==> config.mk <==
export PLATFORM = sky130hd
export DESIGN_NAME = sequential_divider
export DESIGN_NICKNAME = d
export VERILOG_FILES = /design/src/rtl/fmac_pkg.sv /design/src/rtl/sequential_divider_div_step.sv /design/src/rtl/sequential_divider.sv
export SDC_FILE = /design/constraint.sdc
export NUM_CORES = 1
export LEC_CHECK = 0
export CAP_MARGIN = 30
export CORE_ASPECT_RATIO = 1.4
export CORE_MARGIN = 2
export CORE_UTILIZATION = 25
export CTS_CLUSTER_SIZE = 16
export DETAILED_ROUTE_END_ITERATION = 8
export GPL_ROUTABILITY_DRIVEN = 0
export GPL_TIMING_DRIVEN = 0
export PLACE_DENSITY = 0.46
export SETUP_SLACK_MARGIN = 0.2
export SLEW_MARGIN = 10
export SYNTH_ARGS = -nofsm -noshare
export SYNTH_HDL_FRONTEND = slang
export SYNTH_SLANG_ARGS = --single-unit
==> constraint.sdc <==
create_clock -name clk -period 2.3 [get_ports clk]
set_input_delay 0.46 -clock clk [delete_from_list [all_inputs] [get_ports clk]]
set_output_delay 0.46 -clock clk [all_outputs]
set_load 0.1 [all_outputs]
==> src/rtl/fmac_pkg.sv <==
// FMAC shared definitions: divider widths,
// iteration count and control-state encoding.
package fmac_pkg;

  localparam int DIVIDEND_W = 16;
  localparam int DIVISOR_W  = 8;
  localparam int DIV_ITERS  = 16;
  localparam int CNT_W      = 5;

  typedef enum logic [1:0] {
    IDLE,
    CALC,
    FIX,
    DONE
  } div_state_e;

endpackage

==> src/rtl/sequential_divider_div_step.sv <==
// One restoring-division iteration on
// unsigned magnitudes (purely combinational).
module div_step
  import fmac_pkg::*;
(
  input  logic [DIVISOR_W:0]   rem_i,
  input  logic                 bit_i,
  input  logic [DIVISOR_W-1:0] dvs_i,
  output logic [DIVISOR_W:0]   rem_o,
  output logic                 q_o
);

  logic [DIVISOR_W:0]   sh;
  logic [DIVISOR_W+1:0] diff;

  // shift in next bit, trial-subtract, restore on borrow
  always_comb begin
    sh    = {rem_i[DIVISOR_W-1:0], bit_i};
    diff  = {1'b0, sh} - {2'b00, dvs_i};
    // a set top bit means the shifted value
    // exceeds any 8-bit divisor: always subtract
    q_o   = ~diff[DIVISOR_W+1] | rem_i[DIVISOR_W];
    rem_o = q_o ? diff[DIVISOR_W:0] : sh;
  end

endmodule

==> src/rtl/sequential_divider.sv <==
// Iterative signed 16/8 divider: magnitudes,
// 16 restoring steps, then sign fix/saturate.
module sequential_divider
  import fmac_pkg::*;
(
  input  logic                  clk,
  input  logic                  rst,
  input  logic                  start,
  input  logic [DIVIDEND_W-1:0] dividend,
  input  logic [DIVISOR_W-1:0]  divisor,
  output logic                  busy,
  output logic                  done,
  output logic [DIVISOR_W-1:0]  quotient,
  output logic [DIVISOR_W-1:0]  remainder,
  output logic                  overflow,
  output logic                  divByZero
);

  localparam logic [CNT_W-1:0] LAST =
    CNT_W'(DIV_ITERS - 1);

  div_state_e state_q, state_d;

  logic                  busy_q, busy_d;
  logic                  done_q, done_d;
  logic [CNT_W-1:0]      cnt_q, cnt_d;
  logic [DIVISOR_W:0]    rem_q, rem_d;
  logic [DIVIDEND_W-1:0] q_q, q_d;
  logic [DIVISOR_W-1:0]  dvs_q, dvs_d;
  logic [DIVISOR_W-1:0]  lo_q, lo_d;
  logic                  sa_q, sa_d;
  logic                  sb_q, sb_d;
  logic                  zero_q, zero_d;
  logic [DIVISOR_W-1:0]  quot_q, quot_d;
  logic [DIVISOR_W-1:0]  remo_q, remo_d;
  logic                  ovf_q, ovf_d;
  logic                  dbz_q, dbz_d;

  logic [DIVISOR_W:0]    step_rem;
  logic                  step_q;
  logic [DIVIDEND_W-1:0] dvd_mag;
  logic [DIVISOR_W-1:0]  dvs_mag;
  logic [DIVISOR_W-1:0]  q_lo;
  logic [DIVISOR_W-1:0]  r_mag;

  div_step u_step (
    .rem_i (rem_q),
    .bit_i (q_q[DIVIDEND_W-1]),
    .dvs_i (dvs_q),
    .rem_o (step_rem),
    .q_o   (step_q)
  );

  // state register
  always_ff @(posedge clk) begin
    if (rst) state_q <= IDLE;
    else     state_q <= state_d;
  end

  // next-state logic
  always_comb begin
    state_d = state_q;
    unique case (state_q)
      IDLE:    if (start) state_d = CALC;
      CALC:    if (cnt_q == LAST) state_d = FIX;
      FIX:     state_d = DONE;
      DONE:    state_d = IDLE;
      default: state_d = IDLE;
    endcase
  end

  // handshake outputs, registered from next state
  always_comb begin
    busy_d = (state_d == CALC) || (state_d == FIX);
    done_d = (state_d == DONE);
  end

  // operand capture, iteration and sign fix
  always_comb begin
    dvd_mag = dividend[DIVIDEND_W-1] ?
              -dividend : dividend;
    dvs_mag = divisor[DIVISOR_W-1] ?
              -divisor : divisor;
    q_lo    = q_q[DIVISOR_W-1:0];
    r_mag   = rem_q[DIVISOR_W-1:0];
    cnt_d   = cnt_q;
    rem_d   = rem_q;
    q_d     = q_q;
    dvs_d   = dvs_q;
    lo_d    = lo_q;
    sa_d    = sa_q;
    sb_d    = sb_q;
    zero_d  = zero_q;
    quot_d  = quot_q;
    remo_d  = remo_q;
    ovf_d   = ovf_q;
    dbz_d   = dbz_q;
    unique case (state_q)
      IDLE: if (start) begin
        cnt_d  = '0;
        rem_d  = '0;
        q_d    = dvd_mag;
        dvs_d  = dvs_mag;
        lo_d   = dividend[DIVISOR_W-1:0];
        sa_d   = dividend[DIVIDEND_W-1];
        sb_d   = divisor[DIVISOR_W-1];
        zero_d = (divisor == '0);
      end
      CALC: begin
        cnt_d = cnt_q + 1'b1;
        rem_d = step_rem;
        q_d   = {q_q[DIVIDEND_W-2:0], step_q};
      end
      FIX: begin
        ovf_d  = 1'b0;
        dbz_d  = zero_q;
        remo_d = sa_q ? -r_mag : r_mag;
        if (zero_q) begin
          quot_d = '0;
          remo_d = lo_q;
        end else if (sa_q ^ sb_q) begin
          if (q_q > 16'd128) begin
            ovf_d  = 1'b1;
            quot_d = 8'h80;
          end else begin
            quot_d = -q_lo;
          end
        end else begin
          if (q_q > 16'd127) begin
            ovf_d  = 1'b1;
            quot_d = 8'h7F;
          end else begin
            quot_d = q_lo;
          end
        end
      end
      default: ;
    endcase
  end

  // datapath and output registers
  always_ff @(posedge clk) begin
    if (rst) begin
      busy_q <= 1'b0;
      done_q <= 1'b0;
      cnt_q  <= '0;
      rem_q  <= '0;
      q_q    <= '0;
      dvs_q  <= '0;
      lo_q   <= '0;
      sa_q   <= 1'b0;
      sb_q   <= 1'b0;
      zero_q <= 1'b0;
      quot_q <= '0;
      remo_q <= '0;
      ovf_q  <= 1'b0;
      dbz_q  <= 1'b0;
    end else begin
      busy_q <= busy_d;
      done_q <= done_d;
      cnt_q  <= cnt_d;
      rem_q  <= rem_d;
      q_q    <= q_d;
      dvs_q  <= dvs_d;
      lo_q   <= lo_d;
      sa_q   <= sa_d;
      sb_q   <= sb_d;
      zero_q <= zero_d;
      quot_q <= quot_d;
      remo_q <= remo_d;
      ovf_q  <= ovf_d;
      dbz_q  <= dbz_d;
    end
  end

  assign busy      = busy_q;
  assign done      = done_q;
  assign quotient  = quot_q;
  assign remainder = remo_q;
  assign overflow  = ovf_q;
  assign divByZero = dbz_q;

endmodule
After elaboration in Yosys (flattened, before gate mapping)

Cells that the tools add are included.

Input bits: 27
Register bits after elaboration: 71
Output and inout port bits: 20
Word-level logic and storage cells: 62

$add $sub $neg: 6
Bitwise logic cells: 3
Reduce and logical (&&, ||, !) cells: 6
Eq/ne operators: 8
Magnitude comparators: 2
Multiplexer cells: 22

Operator list:

| kind                  | count |
|---|---|
| $mux W8               | 7 |
| $mux W16              | 2 |
| $pmux W16 S2          | 1 |
| $neg A8 Y8            | 3 |
| $mux W9               | 2 |
| $pmux W9 S2           | 1 |
| $gt A16 B7 Y1 const B | 1 |
| $gt A16 B8 Y1 const B | 1 |
| $neg A16 Y16          | 1 |
| $pmux W5 S2           | 1 |
| $sub A9 B8 Y10        | 1 |
| $eq A2 B2 Y1 const B  | 4 |
| $logic_not A8 Y1      | 1 |
| $pmux W2 S4           | 1 |
| $add A5 B1 Y5 const B | 1 |
| $eq A5 B4 Y1 const B  | 1 |
| $mux W5               | 1 |
| $eq A2 B1 Y1 const B  | 2 |
| $mux W1               | 4 |
| $mux W2               | 2 |
| $reduce_and A2 Y1     | 2 |
| $logic_not A2 Y1      | 1 |
| $ne A2 B2 Y1 const B  | 1 |
| $reduce_bool A2 Y1    | 1 |
| 4 further kinds       | 4 |

Depth between registers and ports, before layout

Gate-level depths: netlist of run 1.

Word-level depth: 5
Depth in mapped cells: 9

Modules after synthesis

From an unflattened synthesis of run 1, not the netlist that was laid out.

Cell total of the unflattened synthesis: 531
Area total of the unflattened synthesis: 4325.4 µm²

By module, submodules not included:

| module             | cells an instance | times used | seq. area each (µm²) | area an instance (µm²) |
|---|---|---|---|---|
| sequential_divider | 461               | 1          | 1421.4               | 3799.9 |
| div_step           | 70                | 1          | 0.0                  | 525.5 |

Least setup slack after synthesis of run 1

Ideal clock, no wire load.

Kind: flip-flop to flip-flop
Start point: reg dvs_q[1]
End point: reg rem_q[0]
Cell stages (with the launch flop): 9
Buffers on the path: 0
Setup time: 0.117 ns
Path slack: 0.137 ns
Required time: 2.183 ns
Data arrival time: 2.046 ns
Path through: dfxtp_1 inv_1 ha_1 nor2b_1 o21a_1 a311o_1 a41oi_4 mux2i_1 a22o_1

Word-level cells in the longest chain between the ends: 5

Ends and longest elaborated chain:

| element                | RTL line                          | source |
|---|---|---|
| from (decl)            | sequential_divider.sv:29          | `logic [DIVISOR_W-1:0] dvs_q, dvs_d;` |
| from (signal assigned) | sequential_divider.sv:164         | `dvs_q <= dvs_d;` |
| $sub A9 B8 Y10         | sequential_divider_div_step.sv:19 | `diff = {1'b0, sh} - {2'b00, dvs_i};` |
| $not A1 Y1             | sequential_divider_div_step.sv:22 | `q_o = ~diff[DIVISOR_W+1] \| rem_i[DIVISOR_W];` |
| $or A1 B1 Y1           | sequential_divider_div_step.sv:22 |  |
| $mux W9                | sequential_divider_div_step.sv:23 | `rem_o = q_o ? diff[DIVISOR_W:0] : sh;` |
| $pmux W9 S2            | sequential_divider.sv:98          | `unique case (state_q)` |
| to (signal assigned)   | sequential_divider.sv:162         | `rem_q <= rem_d;` |
| to (decl)              | sequential_divider.sv:27          | `logic [DIVISOR_W:0] rem_q, rem_d;` |

Every way passes these cells.
A chain may end at the register's enable or synchronous reset.

Worst setup path in the final report of run 1

Start point: reg dvs_q[1]
End point: reg rem_q[7]

Word-level cells in the longest chain between the ends: 5

Ends and longest elaborated chain:

| element            | RTL line |
|---|---|
| $sub A9 B8 Y10 (*) | sequential_divider_div_step.sv:19 |
| $not A1 Y1         | sequential_divider_div_step.sv:22 |
| $or A1 B1 Y1       | sequential_divider_div_step.sv:22 |
| $mux W9 (*)        | sequential_divider_div_step.sv:23 |
| $pmux W9 S2 (*)    | sequential_divider.sv:98 |

Every way passes the cells marked *; elsewhere a longest branch is shown, timed or not.

==> results.md, run 1 <==
- Port buffering added 45 buffers.
- The detail route stage leaves a number of antenna-violating nets equal to 0.
- The number of setup violations in the final report is 0.
- The root buffer selected by CTS is sky130_fd_sc_hd__clkbuf_16.
- The kind of start point of the critical path is a flop.
- The primary flip-flop cell chosen by synthesis mapping is sky130_fd_sc_hd__dfxtp_1.
- Detailed routing placed a total of 402 um of wire on met3.
- The share of the Yosys chip area taken by registers is 36.8%.
- The hold path depth is 3.
- The floorplan has 53 rows.
- The count of warnings emitted by yosys is 0.
- The number of violations reported at the end of detailed-routing iteration 0 is 223.
- The worst reg2reg path startpoint is dvs_q[1].
- The clock tree from TritonCTS is built.
- The layout overhead on the synthesized area is 35.2%.
- The CTS clock-pin slew for the worst setup and hold paths is 0.05 ns.
- Yosys mapped the design onto 52 distinct sky130hd cell types.
- Synthesis produced 475 cells.
- Dividing the synthesized area by the synthesized cell count gives 8.14 um^2.
- The aggregate global-route resource usage is 14.9%.
- The number of maximum-capacitance constraint violations is 0.
- After layout, the minimum clock period comes to 2.09 ns.
- In the routed design, unresolved DRC markers number 0.
- The final wirelength is 11.7 mm.
- The overall overflow remaining after global route is 0.
- In this run, synthesis inferred 0 flip-flops with an integrated enable.
- The total number of vias is 3688.
- The kind of cell adding the most delay to the critical path is compound AO/OA/AOI/OAI gates.
- For this design the top-level I/O count stands at 47.
- After synthesis the netlist holds a flip-flop and latch count of 71.
- The final antenna diode count is 0.
- The sum of met2 wire segment lengths after detailed routing is 6.12 mm.
- The end of the worst register-to-register path is rem_q[7].
- Cells with a size suffix above 1 make up 16.8% of the layout.
- The largest individual stage delay along the critical path comes from the cell sky130_fd_sc_hd__a311o_1.
- The run finished with clean final reports.
- The arrival time reported for the critical path endpoint is 2.35 ns.
- The portion of total power attributed to the clock network is 33.9%.
- Setup repair after global routing could not meet its margin everywhere.
- At the pin with the least slew margin, the transition time is 0.971 ns.
- Once layout is complete, the cells apart from fillers number 750.
- The maximum number of pins on one net before global-route repair is 11.
- For the worst-skew pair, the clock arrives at the later sink with an insertion delay of 0.33 ns.
- The relative contribution of combinational cells to total power is 28.8%.
- The wire length per cell after detailed routing is 15.6 um.
- In the final routing, the length of wire on met1 measures 4.98 mm.
- The biggest fanout along the worst timing path is 3.
- The startpoint identified for the worst hold timing path is dividend[7].
- The half-perimeter wire length after placement is 8.68 mm.
- The count of final hold-check violations was 0.
- The deepest level of the CTS H-tree is 3.
- The final worst clock skew is 0.00526 ns.
- The internal power of the cells totals 2.57 mW.
- The cell area after synthesis is 0.00387 mm^2.
- The initial core utilization is 25.7%.
- The share of total power consumed by net switching is 30.0%.
- The floorplan step set the die height to 151 um.
- The setup check on the worst reg-to-reg path leaves a slack of 0.21 ns.
- Measured in cells, the most critical reg-to-reg path has a length of 9.
- The pre-CTS setup slack is -0.477 ns.
- The maximum number of buffers from clock root to sink is 2.
- The worst-case headroom to the max-slew limit is 35.5%.
- The layout has 1592 filler cells.
- After detailed placement, the design holds a cell count of 712.
- The standby leakage power is 2.06 nW.
- Static timing analysis puts the maximum clock frequency at 0.480 GHz.
- The data required time at the worst endpoint is 2.57 ns.
- When the netlist entered floorplanning its net count stood at 517.
- The initial antenna violation count is 0.
- The number of clock buffers added by TritonCTS is 9.
- The first-pass GRT wire length is 18.9 mm.
- STA classifies the critical path endpoint as a flop.
- Setup slack on the critical path of the routed design comes to 0.215 ns.
- The power dissipated by switching net loads is 1.10 mW.
- The via count of the first global-routing pass is 3655.
- The portion of synthesized cell area occupied by the leading cell type is 36.8%.
- The highest signal layer in the routed design is met4.
- The maximum VDD drop is 355 uV.
- The worst hold path terminates at lo_q[7].
- The async set-reset flop share out of synthesis is 0%.
- The fraction of power consumed by sequential logic is 37.2%.
- The most area-hungry cell type in the Yosys netlist is sky130_fd_sc_hd__dfxtp_1.
- The final max-slew violation count came to 0.
- The critical path is of the flop to flop type.
- In this run the horizontal extent of the chip is 109 um.
- The tightest min-delay check is of the input port to flop type.
- The number of nets in the layout is 596.
- Clock tree synthesis found a total of 71 sinks.
- Ranked by total cell area, the synthesized netlist is headed by sky130_fd_sc_hd__dfxtp_1 37%, sky130_fd_sc_hd__nand2_1 6.9%, sky130_fd_sc_hd__nor2_1 5.1%, sky130_fd_sc_hd__ha_1 4.5%, sky130_fd_sc_hd__xnor2_1 4.5%.
- The critical path contains buffers and inverters numbering 2 combined.
- Of the available clock period, the critical path in the final layout requires 90.7%.
- The commonest cells after synthesis are 71 x sky130_fd_sc_hd__dfxtp_1, 71 x sky130_fd_sc_hd__nand2_1, 53 x sky130_fd_sc_hd__nor2_1.
- Hold repair after CTS inserted 0 buffers.
- The die area is 0.0165 mm^2.
- The total core area is 0.0151 mm^2.
- Traced cell by cell, the critical path runs through inv_4 -> ha_4 -> nor2b_4 -> o21a_1 -> a311o_1 -> buf_4 -> a31oi_4 -> mux2i_1 -> a32o_1.
- The power per cell area is 703 mW/mm^2.
- The via density per instance is 4.92.
- The first detailed-routing pass ran for 5 iterations.
- The number of cells on the critical path is 9.
- The longest individual stage delay on the worst path is 0.39 ns.
==> layer usage <==
| metal | global-route usage (%) | vias to the layer above |
|---|---|---|
| li1 | - | 1850 |
| met1 | 17.6 | 1760 |
| met2 | 27.2 | 67 |
| met3 | 2.28 | 11 |
| met4 | 4.81 | 0 |
| met5 | 0 | - |
==> metrics by stage <==
stage / total power, mW / hold WS (ns) / TNS [ns] / cell area, um^2 / utilization [%]
detailed placement: 2.20 / 0.449 / -5.92 / 4560 / 30.3
global route: 3.88 / 0.438 / 0 / 5230 / 34.7
global placement: 2.19 / 0.443 / -5.37 / 4560 / 30.3
floorplan: 1.97 / 0.426 / 0 / 3870 / -
finish: 3.67 / 0.430 / 0 / 5230 / 34.7
CTS: 3.65 / 0.454 / 0 / 5100 / 33.9
==> sequential cells by signal, summed over array words and instances (netlist names) <==
name and flops:
busy 1, cnt_q 5, divByZero 1, done 1, dvs_q 8, lo_q 8, overflow 1, q_q 16
quotient 8, rem_q 9, remainder 8, sa_q 1, sb_q 1, state_q 2, zero_q 1
==> cell families after synthesis <==
family	share of synthesized area (%)
compound gates	23.2
xor+xnor	7.02
fa+ha+maj	5.05
buf+inv	4.59
flops	36.8
mux	2.59
simple gates	20.8
==> worst max path at each step <==
stage	start	to	slack, ns
finish	dvs_q[1]	rem_q[7]	0.21
global route	dvs_q[1]	rem_q[2]	0.11
CTS	dividend[7]	q_q[14]	0.12
detailed placement	dividend[7]	q_q[14]	-0.48
global placement	dividend[7]	q_q[14]	-0.48
floorplan	dividend[7]	q_q[14]	0.22
==> power groups by stage <==
stage / logic (mW) / registers, mW / clock network (mW)
CTS: 1.00 / 1.36 / 1.28
floorplan: 0.592 / 1.38 / 0
finish: 1.06 / 1.37 / 1.25
global placement: 0.800 / 1.39 / 0
detailed placement: 0.812 / 1.39 / 0
global route: 1.17 / 1.38 / 1.34
==> area by class of cell <==
type,count,area [um^2],share of cell area (%)
Buffer,25,108,2.06
Clock buffer,14,254,4.86
Clock inverter,1,5.00,0.0957
Inverter,20,80.1,1.53
Multi-Input combinational cell,359,2480,47.4
Sequential cell,71,1450,27.7
Tap cell,192,240,4.59
Timing Repair Buffer,68,617,11.8
==> worst register-to-register path: cells and delay by family (launching register included) <==
| family | cells | cell delay [ns] |
|---|---|---|
| buf+inv | 2 | 0.22 |
| fa+ha+maj | 1 | 0.19 |
| compound gates | 4 | 0.90 |
| simple gates | 1 | 0.12 |
| mux | 1 | 0.23 |
| flops | 1 | 0.36 |
==> placed cells by master (no fill, tap or decap), drive strengths merged, types with 3 or more instances in the layout <==
master | synthesis | final
nand3 | 3 | 3
ha | 14 | 14
a211oi | 10 | 10
a222oi | 14 | 14
mux2i | 10 | 10
nor2b | 7 | 7
nor3 | 7 | 7
nand2 | 71 | 71
clkdlybuf4s50 | 0 | 17
o21ai | 28 | 28
nand3b | 3 | 3
dlymetal6s2s | 0 | 4
buf | 3 | 28
xnor2 | 20 | 20
dfxtp | 71 | 71
inv | 20 | 20
a22oi | 4 | 4
or3 | 6 | 6
o31ai | 8 | 8
o41ai | 3 | 3
a22o | 3 | 3
nor2 | 53 | 53
xor2 | 11 | 11
a31oi | 4 | 4
a21oi | 32 | 32
a32oi | 3 | 3
nand2b | 11 | 11
dlygate4sd2 | 0 | 20
or4 | 4 | 4
clkbuf | 22 | 38
o21a | 5 | 5
==> repair_timing <==
item | 4_1_cts | 5_1_grt
setup buffers | 16 | 7
pin swaps | 15 | 24
setup endpoints to repair | 53 | 36
hold endpoints to repair | 0 | 0
resized for setup | 80 | 41
Power figures use the tool's default switching activity.
==> run 2, diff against run 1 <==
--- a/config.mk
+++ b/config.mk
@@ -6,7 +6,7 @@
 export NUM_CORES = 1
 export LEC_CHECK = 0
 export CAP_MARGIN = 30
-export CORE_ASPECT_RATIO = 1.4
+export CORE_ASPECT_RATIO = 0.6
 export CORE_MARGIN = 2
 export CORE_UTILIZATION = 25
 export CTS_CLUSTER_SIZE = 16
==> run 2 against run 1 <==
First-iteration DRC count is 66% higher. Cell area is 2.8% higher. Sequential share of layout area is 0.69 points lower. Setup slack worse by 0.014 ns. Critical path depth is 2 lower. Count of clock-buffer cells in the layout is 3 lower. Clock power is 8% higher. Largest power group unchanged.
==> results.md, run 2 (synthesized netlist as in run 1, its figures left out) <==
- The root buffer selected by CTS is sky130_fd_sc_hd__clkbuf_16.
- Dividing the detail-routed wire length by the instance count gives 16.1 um.
- The half-perimeter wire length after placement is 9.04 mm.
- The kind of start point of the critical path is an input port.
- After filler insertion, the fill cell instance count of the layout stands at 1610.
- The deepest level of the CTS H-tree is 3.
- The run finished with clean final reports.
- The share of the clock period used by the worst path after layout is 91.3%.
- The leading cell type in the layout, fill and taps excluded is sky130_fd_sc_hd__nand2_1.
- The fraction of power consumed by sequential logic is 35.4%.
- For this block, the via count after detailed routing is 3758.
- The critical path is of the input port to flop type.
- The repair_antennas step left the layout with diodes totalling 0.
- The area of all placed cells without fillers is 0.00537 mm^2.
- In the routed design, unresolved DRC markers number 0.
- The slowest stage of the critical path belongs to the cell sky130_fd_sc_hd__or4_4.
- The number of buffers inserted during clock tree synthesis is 9.
- The count of final hold-check violations is 0.
- IR analysis of the VDD net gives a maximum drop of 372 uV.
- The power dissipated by switching net loads is 1.17 mW.
- The count of port buffers added during placement is 45.
- The number of flip-flops under the largest register name is 16.
- Wire segments on met3 add up to 846 um in the final route.
- The worst pin sits at a relative slew slack of 34.9%.
- The data required time at the worst endpoint is 2.51 ns.
- No sink is reached through more buffers than the 2 on the longest clock path.
- The via count of the first global-routing pass came to 3596.
- The endpoint identified for the worst register-to-register timing path is rem_q[7].
- For this run the aggregate overflow at the end of global routing stands at 0.
- The fraction of layout instances using a drive strength above 1 is 20.3%.
- Counting flops per register, the top entry is q_q.
- The biggest fanout along the worst timing path is 4.
- The first global-routing pass estimated 19.8 mm of wire.
- The post-layout minimum cycle time is 2.10 ns.
- The via density per instance is 4.89.
- The largest registers in the layout are q_q: 16 flops, rem_q: 9 flops.
- The power per cell area is 721 mW/mm^2.
- The setup check on the worst reg-to-reg path leaves a slack of 0.23 ns.
- The footprint of the flip-flops and latches is 0.00145 mm^2.
- In this run the remaining antenna-violating nets after routing total 0.
- For this run, the slowest stage of the critical path takes 0.53 ns.
- Clock-pin slew was measured on the worst setup and hold paths at 0.06 ns.
- The worst hold path passes through 3 cells.
- For this block, the initial DRC count from the detailed router was 370.
- Detailed routing placed a total of 4.74 mm of wire on met2.
- The maximum number of pins on one net before global-route repair is 12.
- Clock tree synthesis found a total of 71 sinks.
- Once the floorplan was initialized, standard cells occupied 25.4% of the core.
- The initial antenna violation count is 0.
- The die area is 0.0165 mm^2.
- The achievable clock frequency is 0.476 GHz.
- Cells fill 35.3% of the core in the end.
- The clock latency at the later pin of the worst-skew pair is 0.34 ns.
- In this run the count of I/O pins placed on the die edge is 47.
- The total core area is 0.0152 mm^2.
- The startpoint of the most critical hold path is dividend[6].
- After clock tree synthesis, the flow added hold-fix buffers numbering 0.
- Setup repair after global routing could not meet its margin everywhere.
- The share of total power dissipated in the clock network is 34.8%.
- The standby leakage power is 2.12 nW.
- The internal power of the cells totals 2.70 mW.
- Walking the worst path, the cells encountered are buf_8 -> or4_4 -> or3_4 -> o41ai_4 -> xnor2_1 -> a222oi_1 -> nor2_1.
- The transition time at the pin with the least slew margin is 0.981 ns.
- The type of the tightest min-delay check is input port to flop.
- Signal routing reaches up to met4.
- The share of total power consumed by net switching is 30.3%.
- The library cells used most frequently in the layout, excluding fill and tap cells, are 71 x sky130_fd_sc_hd__nand2_1, 59 x sky130_fd_sc_hd__dfxtp_1, 53 x sky130_fd_sc_hd__nor2_1.
- The arrival time reported for the critical path endpoint is 2.31 ns.
- The first detailed-routing pass ran for 5 iterations.
- After the last flow step, the layout net total stands at 604.
- The final worst clock skew is 0.00777 ns.
- The routed design has 12.4 mm of wire.
- The worst register-to-register path begins at rem_q[0].
- TritonCTS built the clock tree.
- The detailed router put a total of 6.68 mm of wire on met1.
- The kind of end point of the critical path is a flop.
- Compared with the post-synthesis result, the final layout area differs by 38.9%.
- The floorplan row count is 35.
- Setup violations remaining at the end of the flow were counted as 0.
- Combinational logic is responsible for 29.8% of the overall power.
- For hold timing, the worst endpoint is lo_q[6].
- From left edge to right edge, the die measures 165 um.
- For the final routed database, the setup TNS stands at 0 ns.
- Measured along the y axis, the die boundary spans 100 um.
- The final max-slew violation count was 0.
- The number of maximum-capacitance constraint violations is 0.
- The placed instances occupy a cell area of 0.00457 mm^2.
- The aggregate global-route resource usage is 15.6%.
- The worst-case reg-to-reg path depth is 8.
- The combined area of the multi-input logic cells is 0.00250 mm^2.
[run 2: layout make-up]
type / instances / area share, %
Multi-Input combinational cell: 359 / 46.6
Sequential cell: 71 / 27.0
Timing Repair Buffer: 76 / 13.0
Tap cell: 203 / 4.73
Clock buffer: 11 / 4.33
Buffer: 25 / 2.03
Inverter: 20 / 1.44
Clock inverter: 4 / 0.885
[run 2: timing repair]
item,4_1_cts,5_1_grt
pin swaps,26,28
setup buffers,22,9
setup endpoints to repair,54,37
resized for setup,85,50
[run 2: critical path: cells and delay by family]
kind	cells	cell delay, ns
XOR/XNOR	1	0.12
AO/OA/AOI/OAI	2	0.63
AND/OR/NAND/NOR	3	0.99
buffers and inverters	1	0.10
[run 2: metal layers]
layer | GRT usage (%) | vias to the layer above
met5 | 0 | -
met4 | 3.61 | 0
met3 | 3.47 | 9
met2 | 20.9 | 98
met1 | 24.6 | 1779
li1 | - | 1872
[run 2: worst max-delay path by stage]
stage / start / endpoint / cells after the start
5_1_grt: dividend[7] / q_q[14] / 7
3_3_place_gp: dividend[7] / q_q[14] / 7
4_1_cts: dividend[7] / q_q[14] / 7
3_5_place_dp: dividend[7] / q_q[14] / 7
2_1_floorplan: dividend[7] / q_q[14] / 6
6_report: dividend[7] / q_q[14] / 7
[run 2: power groups by stage]
| stage | combinational (mW) | clock, mW | sequential (mW) |
|---|---|---|---|
| global route | 1.25 | 1.45 | 1.38 |
| detailed placement | 0.818 | 0 | 1.39 |
| global placement | 0.806 | 0 | 1.39 |
| floorplan | 0.592 | 0 | 1.38 |
| CTS | 1.07 | 1.39 | 1.36 |
| finish | 1.15 | 1.35 | 1.37 |
[run 2: per-stage QoR]
step           std cells  setup WS [ns]  hold WS [ns]  total power, mW
2_1_floorplan        475          0.223         0.426             1.97
3_3_place_gp         723         -0.451         0.444             2.20
3_5_place_dp         723         -0.502         0.451             2.21
4_1_cts              760          0.127         0.454             3.83
5_1_grt              769          0.143         0.393             4.08
6_report             769          0.201         0.396             3.88
==> run 3, diff against run 2 <==
--- a/config.mk
+++ b/config.mk
@@ -5,6 +5,7 @@
 export SDC_FILE = /design/constraint.sdc
 export NUM_CORES = 1
 export LEC_CHECK = 0
+export ABC_AREA = 1
 export CAP_MARGIN = 30
 export CORE_ASPECT_RATIO = 0.6
 export CORE_MARGIN = 2
@@ -14,6 +15,7 @@
 export GPL_ROUTABILITY_DRIVEN = 0
 export GPL_TIMING_DRIVEN = 0
 export PLACE_DENSITY = 0.46
+export REMOVE_ABC_BUFFERS = 1
 export SETUP_SLACK_MARGIN = 0.2
 export SLEW_MARGIN = 10
 export SYNTH_ARGS = -nofsm -noshare
==> run 3 against run 2 <==
Sequential share of layout area down 0.34 points. Non-clock buffer count down 48. Power up 43%. Setup slack better by 0.062 ns. Register-to-register slack better by 0.13 ns. Die area up 10%. Critical path type unchanged. Critical path depth unchanged. Clock power up 13%.
==> results.md, run 3 <==
- Dividing the final minimum period by the clock period gives 88.6%.
- 47 I/O pins were placed.
- Traced cell by cell, the critical path runs through clkdlybuf4s50_1 -> inv_1 -> nand2_1 -> nor3_1 -> nand3_1 -> nor4_1 -> o21a_1.
- The worst-case reg-to-reg path depth is 9.
- The layout overhead on the synthesized area is 24.6%.
- The arrival time reported for the critical path endpoint is 2.31 ns.
- The floorplan die height is 105 um.
- Across all layers, the routed design uses 4283 vias.
- q_q holds more flip-flops than any other register.
- In this run, flip-flops and latches consume 27.0% of the power.
- Combinational logic is responsible for 45.4% of the overall power.
- The share of synthesized area in the top cell type comes to 33.2%.
- Leaving out fill and tap cells, the most frequent cells in the layout are 149 x sky130_fd_sc_hd__nand2_1, 87 x sky130_fd_sc_hd__inv_1, 71 x sky130_fd_sc_hd__dfxtp_1.
- The clock network is responsible for 27.5% of the overall power.
- The initial utilization of the core area, before any placement, comes to 25.3%.
- The net count of the finished layout is 729.
- In this run the critical register-to-register path is captured at quotient[6].
- In the post-route analysis, the smallest setup slack over all paths is 0.263 ns.
- Dividing the detail-routed via count by the number of cells gives 4.63.
- The internal portion of the total power is 3.21 mW.
- The number of hold-repair buffers added at the cts stage is 0.
- Yosys instantiated no cell more often than sky130_fd_sc_hd__nand2_1.
- The number of sinks driven by the clock tree is 71.
- The startpoint of the most critical hold path is lo_q[4].
- The tightest min-delay check is of the flop to flop type.
- The most area-hungry cell type in the Yosys netlist is sky130_fd_sc_hd__dfxtp_1.
- TritonCTS built the clock tree.
- After synthesis, the cell types taking the most area are sky130_fd_sc_hd__dfxtp_1 33%, sky130_fd_sc_hd__nand2_1 13%, sky130_fd_sc_hd__inv_1 7.9%, sky130_fd_sc_hd__nand3_1 6.8%, sky130_fd_sc_hd__a21oi_1 5.7%.
- STA classifies the critical path startpoint as an input port.
- The worst setup path is of the input port to flop kind.
- The library cell used most frequently in the layout, excluding fill and tap cells, is sky130_fd_sc_hd__nand2_1.
- The wire length per cell after detailed routing is 14.6 um.
- TritonCTS created 9 clock buffers.
- The transition time at the pin with the least slew margin is 0.976 ns.
- In this run, synthesis inferred 0 flip-flops with an integrated enable.
- In this run the power density over the cells is 1040 mW/mm^2.
- In this run the register-to-register setup slack is 0.36 ns.
- The die covers 0.0182 mm^2.
- The biggest fanout along the worst timing path is 4.
- VDD sags by at most 428 uV.
- The number of setup violations in the final report is 0.
- Summed over all layers, the global routing overflow is 0.
- The hold path depth is 2.
- The deepest level of the CTS H-tree is 3.
- The largest registers in the layout are q_q: 16 flops, rem_q: 9 flops.
- The worst hold endpoint is lo_q[4].
- A synthesized cell averages 6.65 um^2.
- The count of final hold-check violations is 0.
- The number of synthesized register bits is 71.
- The worst reg2reg path startpoint is state_q[0].
- The count of warnings emitted by yosys is 0.
- The cell area that synthesis handed to floorplanning was 0.00428 mm^2.
- The maximum number of pins on one net before global-route repair is 36.
- In this run the tightest slew margin relative to its limit is 35.2%.
- The first detailed-routing pass ran for 5 iterations.
- The CTS clock-pin slew for the worst setup and hold paths is 0.06 ns.
- The tree is rooted in a sky130_fd_sc_hd__clkbuf_16.
- Derived from the worst setup path, the maximum achievable clock frequency is 0.491 GHz.
- The final max-slew violation count is 0.
- The routed design has 13.5 mm of wire.
- Ranked by instance count, the synthesized netlist is headed by 153 x sky130_fd_sc_hd__nand2_1, 90 x sky130_fd_sc_hd__inv_1, 71 x sky130_fd_sc_hd__dfxtp_1.
- The run finished with clean final reports.
- The number of flip-flops under the largest register name is 16.
- The total core area is 0.0169 mm^2.
- The longest individual stage delay on the worst path is 0.45 ns.
- The share of the yosys chip area belonging to registers is 33.2%.
- The kind of end point of the critical path is a flop.
- The die outline width is 173 um.
- The post-layout minimum cycle time is 2.04 ns.
- The number of maximum-capacitance constraint violations is 0.
- The maximum number of buffers from clock root to sink is 2.
- For this run, the total global-route usage over all layers was measured as 15.4%.
- The power dissipated by switching net loads is 2.33 mW.
- The synthesized netlist cell count is 644.
- The wire-length estimate of the detail-placed layout is 9.95 mm.
- The initial antenna violation count came to 0.
- The share of total power consumed by net switching is 42.0%.
- In this run the tool buffered the top-level ports with 46 buffer cells.
- The via count of the first global-routing pass is 4205.
- The remaining antenna violation count after routing is 0.
- Setup repair after global routing could not meet its margin everywhere.
- The clock latency at the later pin of the worst-skew pair is 0.33 ns.
- The distinct cell type count after synthesis is 43.
- The detailed router finished its first iteration with 292 violations.
- In the final layout, the share of cells above drive strength 1 is 8.09%.
- The worst-path cell with the longest stage delay is sky130_fd_sc_hd__nor3_1.
- The standby leakage power is 2.32 nW.
- After detailed routing, the number of remaining DRC violations is 0.
- The floorplan has 37 rows.
- The tightest hold path in the finished design has a slack of 0.456 ns.
- The async set-reset flop share out of synthesis is 0%.
- 0 antenna diodes ended up in the layout.
- The pre-CTS setup slack is -0.244 ns.
- Data on the critical path is required at its endpoint by 2.58 ns.
- The primary flip-flop cell chosen by synthesis mapping is sky130_fd_sc_hd__dfxtp_1.
- The final worst clock skew is 0.00774 ns.
- The first-pass GRT wire length is 22.4 mm.
-- run 3: changes by cell type after synthesis, sizes merged, moves of 14 or more --
cell / before / now
a21oi: 32 / 51
a222oi: 14 / 0
inv: 20 / 93
nand2: 71 / 156
nand3: 3 / 62
nand4: 1 / 20
xnor2: 20 / 4
-- run 3: metal layers --
metal	GRT usage (%)	part of all wire [%]
met1	24.1	57
met2	21.0	38
met3	3.75	4.9
met4	2.36	0.47
met5	0	0
-- run 3: worst max-delay path: cells and delay by family --
family,cells,cell delay (ns)
AO/OA/AOI/OAI,1,0.16
buffers and inverters,2,0.55
AND/OR/NAND/NOR,4,1.15
-- run 3: power by group through the flow --
stage	clock [mW]	sequential (mW)	combinational, mW
2_1_floorplan	0	1.49	1.85
3_3_place_gp	0	1.52	2.41
3_5_place_dp	0	1.52	2.44
4_1_cts	1.56	1.50	2.46
5_1_grt	1.62	1.52	2.87
6_report	1.52	1.50	2.52
-- run 3: cell families after synthesis --
| kind of cell | after synthesis | share of synthesized area (%) |
|---|---|---|
| simple gates | 307 | 32.4 |
| flops | 71 | 33.2 |
| buf+inv | 116 | 10.6 |
| xor+xnor | 12 | 2.89 |
| fa+ha+maj | 15 | 4.56 |
| compound gates | 123 | 16.4 |
-- run 3: cell type report --
| type | instances | area [um^2] |
|---|---|---|
| Fill cell | 1891 | 11600 |
| Clock inverter | 5 | 81.3 |
| Timing Repair Buffer | 53 | 495 |
| Clock buffer | 11 | 243 |
| Sequential cell | 71 | 1420 |
| Timing Repair inverter | 1 | 7.51 |
| Inverter | 93 | 359 |
| Tap cell | 234 | 293 |
| Multi-Input combinational cell | 458 | 2440 |
-- run 3: worst max-delay path by stage --
stage	from	cells after the start	endpoint
after floorplan	start	6	dvs_q[7]
after CTS	state_q[0]	6	q_q[7]
after global routing	state_q[0]	8	quotient[1]
after detailed placement	start	7	dvs_q[7]
after global placement	rst	4	dvs_q[1]
final	dividend[6]	7	q_q[15]
-- run 3: metrics by stage --
step           cells  power (mW)  TNS [ns]  instance area (um^2)  util, %
2_1_floorplan    621        3.34         0                  4180        -
5_1_grt          926        6.01         0                  5340     31.5
6_report         926        5.54         0                  5340     31.5
3_3_place_gp     901        3.93    -51.23                  4930     29.1
3_5_place_dp     902        3.96     -1.99                  4950     29.2
4_1_cts          919        5.52         0                  5260     31.1
-- run 3: what timing repair did --
item                       in CTS  in global routing
pin swaps                       0                  1
cloned                          1                  1
setup buffers                   0                  6
resized for setup              23                  8
setup endpoints to repair      44                 22
